[src/rtl/data_sync_src_pkg.sv]
// Shared definitions for the multi-bit data synchronizer source side.
// The destination synchronizer uses the same chain depth.
package data_sync_src_pkg;

    localparam int unsigned DEF_NUM_STAGES = 2;

    typedef enum logic [1:0] {
        IDLE     = 2'b00,
        REQ      = 2'b01,
        WAIT_LOW = 2'b10
    } state_e;

endpackage

[src/rtl/data_sync_src_bit_sync.sv]
// Single-bit flop-chain synchronizer, synchronous active-high reset to 0.
// Used for the returned ack level from the destination domain.
module bit_sync #(
    parameter int NUM_STAGES = 2
) (
    input  logic CLK,
    input  logic RST,
    input  logic din,
    output logic dout
);

    logic [NUM_STAGES-1:0] chain;

    always_ff @(posedge CLK) begin
        if (RST) begin
            chain <= '0;
        end else begin
            chain <= {chain[NUM_STAGES-2:0], din};
        end
    end

    assign dout = chain[NUM_STAGES-1];

endmodule

[src/rtl/data_sync_src.sv]
// Source-domain launcher: holds a word on unsync_bus and runs a 4-phase
// level handshake against the destination's returned enable.
module data_sync_src
    import data_sync_src_pkg::*;
#(
    parameter int NUM_STAGES = DEF_NUM_STAGES,
    parameter int BUS_WIDTH  = 8,
    parameter int CNT_WIDTH  = 16
) (
    input  logic                 CLK,
    input  logic                 RST,
    input  logic [BUS_WIDTH-1:0] src_data,
    input  logic                 src_valid,
    output logic                 src_ready,
    input  logic                 ack_async,
    output logic [BUS_WIDTH-1:0] unsync_bus,
    output logic                 bus_enable,
    output logic                 busy,
    output logic                 proto_err,
    output logic [CNT_WIDTH-1:0] xfer_count
);

    state_e               state;
    logic                 ack_sync;
    logic                 pend_vld;
    logic [BUS_WIDTH-1:0] pend_data;
    logic                 accept;
    logic                 bypass;

    bit_sync #(
        .NUM_STAGES(NUM_STAGES)
    ) u_ack_sync (
        .CLK (CLK),
        .RST (RST),
        .din (ack_async),
        .dout(ack_sync)
    );

    assign src_ready = !pend_vld;
    assign accept    = src_valid & src_ready;
    assign busy      = (state != IDLE);
    // An accepted word goes straight to the bus only when IDLE can launch it.
    assign bypass    = (state == IDLE) && !ack_sync;

    always_ff @(posedge CLK) begin
        if (RST) begin
            state      <= IDLE;
            bus_enable <= 1'b0;
            unsync_bus <= '0;
            pend_vld   <= 1'b0;
            pend_data  <= '0;
            proto_err  <= 1'b0;
            xfer_count <= '0;
        end else begin
            if (accept && !bypass) begin
                pend_vld  <= 1'b1;
                pend_data <= src_data;
            end
            case (state)
                IDLE: begin
                    if (ack_sync) begin
                        proto_err <= 1'b1;
                    end else if (pend_vld) begin
                        unsync_bus <= pend_data;
                        pend_vld   <= 1'b0;
                        bus_enable <= 1'b1;
                        state      <= REQ;
                    end else if (accept) begin
                        unsync_bus <= src_data;
                        bus_enable <= 1'b1;
                        state      <= REQ;
                    end
                end
                REQ: begin
                    if (ack_sync) begin
                        bus_enable <= 1'b0;
                        state      <= WAIT_LOW;
                    end
                end
                WAIT_LOW: begin
                    if (!ack_sync) begin
                        xfer_count <= xfer_count + CNT_WIDTH'(1);
                        state      <= IDLE;
                    end
                end
                default: begin
                    bus_enable <= 1'b0;
                    state      <= IDLE;
                end
            endcase
        end
    end

endmodule

[config.mk]
export PLATFORM = sky130hd
export DESIGN_NAME = data_sync_src
export DESIGN_NICKNAME = d
export VERILOG_FILES = /design/src/rtl/data_sync_src_pkg.sv /design/src/rtl/data_sync_src_bit_sync.sv /design/src/rtl/data_sync_src.sv
export SDC_FILE = /design/constraint.sdc
export NUM_CORES = 1
export LEC_CHECK = 0
export BUFFER_PORTS_ARGS = -buffer_cell sky130_fd_sc_hd__buf_2
export CELL_PAD_IN_SITES_DETAIL_PLACEMENT = 2
export CELL_PAD_IN_SITES_GLOBAL_PLACEMENT = 2
export CORE_ASPECT_RATIO = 1.4
export CORE_MARGIN = 4
export CORE_UTILIZATION = 33
export CTS_BUF_LIST = sky130_fd_sc_hd__clkbuf_4 sky130_fd_sc_hd__clkbuf_8
export CTS_CLUSTER_DIAMETER = 120
export CTS_CLUSTER_SIZE = 25
export DETAILED_ROUTE_END_ITERATION = 16
export PLACE_DENSITY = 0.77
export REMOVE_ABC_BUFFERS = 1
export SLEW_MARGIN = 20
export SYNTH_ARGS = -nofsm -noshare
export SYNTH_HDL_FRONTEND = slang
export SYNTH_HIERARCHICAL = 1
export SYNTH_SLANG_ARGS = --single-unit
[constraint.sdc]
create_clock -name CLK -period 1.9 [get_ports CLK]
set_input_delay 0 -clock CLK [delete_from_list [all_inputs] [get_ports CLK]]
set_output_delay 0 -clock CLK [all_outputs]
set_load 0.01 [all_outputs]
=== After elaboration in Yosys (flattened, before gate mapping) ===
Index checks and enable logic that the tools add are counted.

* Bits of input ports: 12
* Memories: 0
* Word-level logic and storage cells: 48
* Memory bits (writable): 0
* Latch bits: 0
* Output and inout port bits: 28
* Flip-flop bits (word level): 39
* Bits in read-only memories: 0

* Shifts and indexed selects: 0
* Bitwise logic cells: 3
* Add/sub/neg operators: 1
* $mul: 0
* Muxes and demuxes: 17
* Equality and inequality tests: 6
* Order comparisons: 0
* Divide/modulo/power cells: 0
* Reductions and logical operators: 13

{| class="wikitable"
|+ Operators with widths
! operator !! number
|-
| 16-bit by 1-bit adder with 16-bit output, second input constant || 1
|-
| 8-bit two-way mux || 2
|-
| 2-bit two-way mux || 5
|-
| 1-bit two-way mux || 8
|-
| 4-bit AND reduction || 2
|-
| 2-bit case mux with 3 select lines || 1
|-
| 2-bit inequality test, second input constant || 2
|-
| 2-bit AND reduction || 2
|-
| 2-bit nonzero test || 2
|-
| 1-bit logical NOT || 3
|-
| 3-bit inequality test, second input constant || 1
|-
| 1-bit case mux with 3 select lines || 1
|-
| 3-bit AND reduction || 1
|-
| 2-bit by 1-bit == test with 1-bit output, second input constant || 1
|-
| 2-bit == test, second input constant || 1
|-
| 1-bit logical AND || 2
|-
| 2-bit logical NOT || 1
|-
| 2-bit by 1-bit inequality test with 1-bit output, second input constant || 1
|-
| 1-bit NOT || 2
|-
| 1-bit AND || 1
|}

=== Logic depth before layout (Yosys ltp) ===
* Depth in word-level cells: 8
* Mapped depth: 6
* Mapped depth without buffers: 5

=== Cells and area by module ===
Netlist, hierarchy kept.

{| class="wikitable"
|+ By module, submodules not included
! module !! instances !! cells each !! area each (um^2) !! sequential area each (um^2)
|-
| data_sync_src || 1 || 162 || 1537.7 || 740.7
|-
| bit_sync || 1 || 4 || 52.6 || 40.0
|}

=== Worst setup path after synthesis ===
No wires, ideal clock.

* Kind: register -> register
* Start: register xfer_count[5]
* End: register xfer_count[15]
* Buffers on the path: 0
* Cell stages (with the launch flop): 5
* Required time: 1830 ps
* Path slack: 430 ps
* Library setup time: 70 ps
* Clock period less this slack: 1470 ps
* Data arrival time: 1399 ps
* Path through: dfxtp_1 and4_4 nand4_1 or4_1 a21oi_1

* Longest elaborated chain between the ends: 1

{| class="wikitable"
|+ RTL lines
! element !! line !! text
|-
| start: declaration || data_sync_src.sv:20 || <nowiki>output logic [CNT_WIDTH-1:0] xfer_count</nowiki>
|-
| start signal: assignment || data_sync_src.sv:82 || <nowiki>xfer_count <= xfer_count + CNT_WIDTH'(1);</nowiki>
|-
| 16-bit by 1-bit adder with 16-bit output || data_sync_src.sv:82 ||
|}

No other way between the ends.
A chain may end at the register's enable or synchronous reset.

=== Final worst setup path ===
* Start: register state[1]
* End: register xfer_count[13]

* Longest elaborated chain between the ends: 2

{| class="wikitable"
|+ RTL lines
! element !! line !! text
|-
| start: declaration || data_sync_src.sv:23 || <nowiki>state_e state;</nowiki>
|-
| start signal: assignment || data_sync_src.sv:47 || <nowiki>state <= IDLE;</nowiki>
|-
| start signal: assignment || data_sync_src.sv:67 || <nowiki>state <= REQ;</nowiki>
|-
| start signal: assignment || data_sync_src.sv:71 || <nowiki>state <= REQ;</nowiki>
|-
| 2-bit == test || data_sync_src.sv:59 || <nowiki>case (state)</nowiki>
|-
| 2-bit AND reduction (no line) || -- ||
|}

No other way between the ends.

==> flow_summary.yaml <==
outcome:
  run_status: "complete, no violations"
logic_synthesis:
  synth-seq-cells: 39
  most_area_consuming_cells_after_synthesis: "dfxtp_1 49%, mux2i_1 11%, nor2_1 7.1%"
  ys_seq_area_frac: 0.491
  netlist_instances: 166
  syn_area_per_cell_sq_um: 9.58
  yosys.area.top_type: "dfxtp_1"
  yosys.area.top_type_share: 0.491
  distinct_cell_type_count_of_the_synthesized_netlist: 31
  yosys_warnings: 6
  synth.cell_area_sq_um: 1590
cells_and_area:
  post_route_cells_drive_above_1_share: 0.249
  diodes: 0
  finalNetCount: 230
  finish.utilization: 0.443
  layout-area-overhead-vs-synth_pct: 28.3
sta:
  worst_slew_margin_rel: 0.512
  slew_viol_final: 0
  maxClockFrequency_mhz: 590
  clock_tree_skew_after_final_layout_ps: 5.51
  finalHoldViolCount: 0
  timing.final.ws_setup_ps: 205
  grt_setup_unrepaired: "false"
  fin_tns_setup_ps: 0
  setup_viol: 0
  worst-slew-pin-transition_ps: 732
  min_period_over_period: 0.892
  min_period_ps: 1690
min_path:
  hold-path-cell-count: 3
  hold_class: "input pin to flop"
  worst_hold_startpoint: "src_valid"
  worst_hold_path.endpoint: "state[0]"
critical_path:
  cp_data_required_time_ps: 2110
  setup.worst_path.class: "flop to flop"
  crit-reg2reg-launch: "state[1]"
  crit_path_end_kind: "flop"
  r2r_cells: 4
  crit_fanout: 7
  critical_path_arrival_ps: 1900
  start_kind: "flop"
  worst_reg2reg_endpoint: "xfer_count[13]"
  slack_of_the_worst_reg_to_reg_path_ps: 210
power_and_ir_drop:
  powerDensity_nw_per_um2: 804
  vdd_drop_max_mv: 0.313
  total_leakage_power_nw: 0.837
detailed_routing:
  routed_via_density: 5.09
  postRouteWirelength_mm: 4.50
  dr_wl_cell_um: 16.1
  postRouteAntennaNets: 0
  drtPass1Iterations: 4
  drcViolationCount: 0
  number_of_violations_reported_at_the_end_of_detailed_routing_iteration_0: 46
  vias: 1419
floorplan:
  die-height_um: 90.1
  fp.dieW_um: 66.7
  initial_utilization: 0.345
  die_area_sq_um: 6010
  num_rows: 29
  design.portCount: 40
  core-area_sq_um: 4610
place:
  routabilityCongestion: 0.698
  port_buffers: 39
  hpwlAfterDp_mm: 3.31
  dp_worst_setup_slack_ps: 168
global_routing:
  initial_antenna_violation_count: 0
  grt_max_degree: 40
  grt_pass1_vias: 1553
  grt_overflow: 0
  global_route.usage.total: 0.164
  global_route_wire_length_before_repair_mm: 7.62
clock_network:
  clock_transition_at_the_registers_of_the_reported_paths_ps: 80
  number_of_buffers_inserted_to_repair_setup_after_cts: 0
  cts_tree: "done"
  tritoncts_sink_count: 39
  cts_inserted_buffers: 5
  clk_path_buf_depth: 2
  htreeDepth: 2
  clock_latency_ps: 290
  clk_root_buffer_cell: "clkbuf_8"
job:
  maxCapViolCount: 0
state kept, by name (all words and copies together), names as in the netlist:
signal / count
proto_err: 1
unsync_bus: 8
pend_vld: 1
state: 2
bus_enable: 1
xfer_count: 16
u_ack_sync/chain: 2
pend_data: 8
metal layers:
| layer | vias up | track usage | part of all wire |
|---|---|---|---|
| met3 | 8 | 0.0337 | 0.051 |
| li1 | 677 | - | - |
| met1 | 699 | 0.172 | 0.37 |
| met2 | 35 | 0.303 | 0.56 |
| met4 | 0 | 0.0661 | 0.019 |
| met5 | - | 0 | 0 |
kinds of logic after synthesis:
| kind of cell | Yosys count | share of synthesized area |
|---|---|---|
| AOI/OAI and AO/OA | 21 | 0.0818 |
| xor gates and xnor gates | 11 | 0.0606 |
| adders and majority gates | 1 | 0.00787 |
| buffers and inverters | 12 | 0.0323 |
| DFF | 39 | 0.491 |
| muxes | 17 | 0.107 |
| and+or+nand+nor | 65 | 0.220 |
synthesized netlist by cell type:
| cell | n |
|---|---|
| and2_1 | 2 |
| a211oi_1 | 8 |
| nand2_1 | 3 |
| buf_2 | 2 |
| nor3_4 | 1 |
| ha_1 | 1 |
| inv_1 | 4 |
| nor3b_2 | 1 |
| a21oi_1 | 7 |
| nand3_2 | 1 |
| clkbuf_1 | 3 |
| nand3_1 | 3 |
| buf_4 | 1 |
| or3_1 | 3 |
| or4_1 | 2 |
| and4_4 | 1 |
| nor3_1 | 3 |
| dfxtp_1 | 39 |
| mux2i_1 | 17 |
| and4_1 | 1 |
| xor2_1 | 8 |
| nor3b_1 | 2 |
| buf_1 | 2 |
| o21ai_0 | 4 |
| xnor2_1 | 3 |
| and3_1 | 2 |
| o31ai_1 | 2 |
| nand4_1 | 6 |
| nor2_1 | 30 |
| nor2b_1 | 3 |
| nor4_1 | 1 |
final cells by class:
cell class	count	area, sq um
multi-input cells	115	764
inverters	4	15.0
fillers	532	2570
flip-flops and latches	39	781
well taps	62	77.6
clock inverters	1	5.00
repair buffers	52	315
clock buffers	6	82.6
cell usage in the layout, fill, tap and decap left out, drive strengths merged, types with 6 or more instances in the layout:
| cell type | count |
|---|---|
| buf | 43 |
| dfxtp | 39 |
| nor2 | 30 |
| mux2i | 17 |
| dlygate4sd3 | 9 |
| xor2 | 8 |
| a211oi | 8 |
| a21oi | 7 |
| nand4 | 6 |
| clkbuf | 6 |
where the power goes:
group | total [mW] | internal [mW] | switching, mW
sequential | 0.880 | 0.853 | 0.0268
clock | 0.571 | 0.285 | 0.286
combinational | 0.190 | 0.0865 | 0.103
worst max-delay path, stage by stage (launching register included):
cell     delay [ps]
dfxtp_1         450
nor3b_4         320
nand3_2         190
or4_1           450
a21oi_1         200
metrics by stage:
step | std cells | cell area, sq um | hold slack (ps) | power, mW
CTS | 279 | 2030 | 67.7 | 1.67
floorplan | 158 | 1550 | 69.1 | 0.987
global placement | 263 | 1860 | 213 | 1.06
detailed placement | 263 | 1860 | 225 | 1.07
global route | 279 | 2040 | 125 | 1.73
finish | 279 | 2040 | 73.0 | 1.64
what timing repair did:
item	CTS	global route
setup endpoints to repair	0	1
endpoints found under the hold margin	9	0
resized for setup	0	1
hold buffers	9	0
worst max-delay path by stage:
| stage | startpoint | endpoint | slack (ps) | depth (start not counted) |
|---|---|---|---|---|
| after floorplan | u_ack_sync/chain[1] | pend_data[0] | 30 | 4 |
| after global placement | xfer_count[0] | xfer_count[12] | 340 | 5 |
| after detailed placement | state[1] | xfer_count[13] | 170 | 4 |
| after CTS | state[1] | xfer_count[13] | 110 | 4 |
| after global routing | state[1] | xfer_count[13] | 80 | 4 |
| final | state[1] | xfer_count[13] | 210 | 4 |
(Power assumes the default switching activity.)
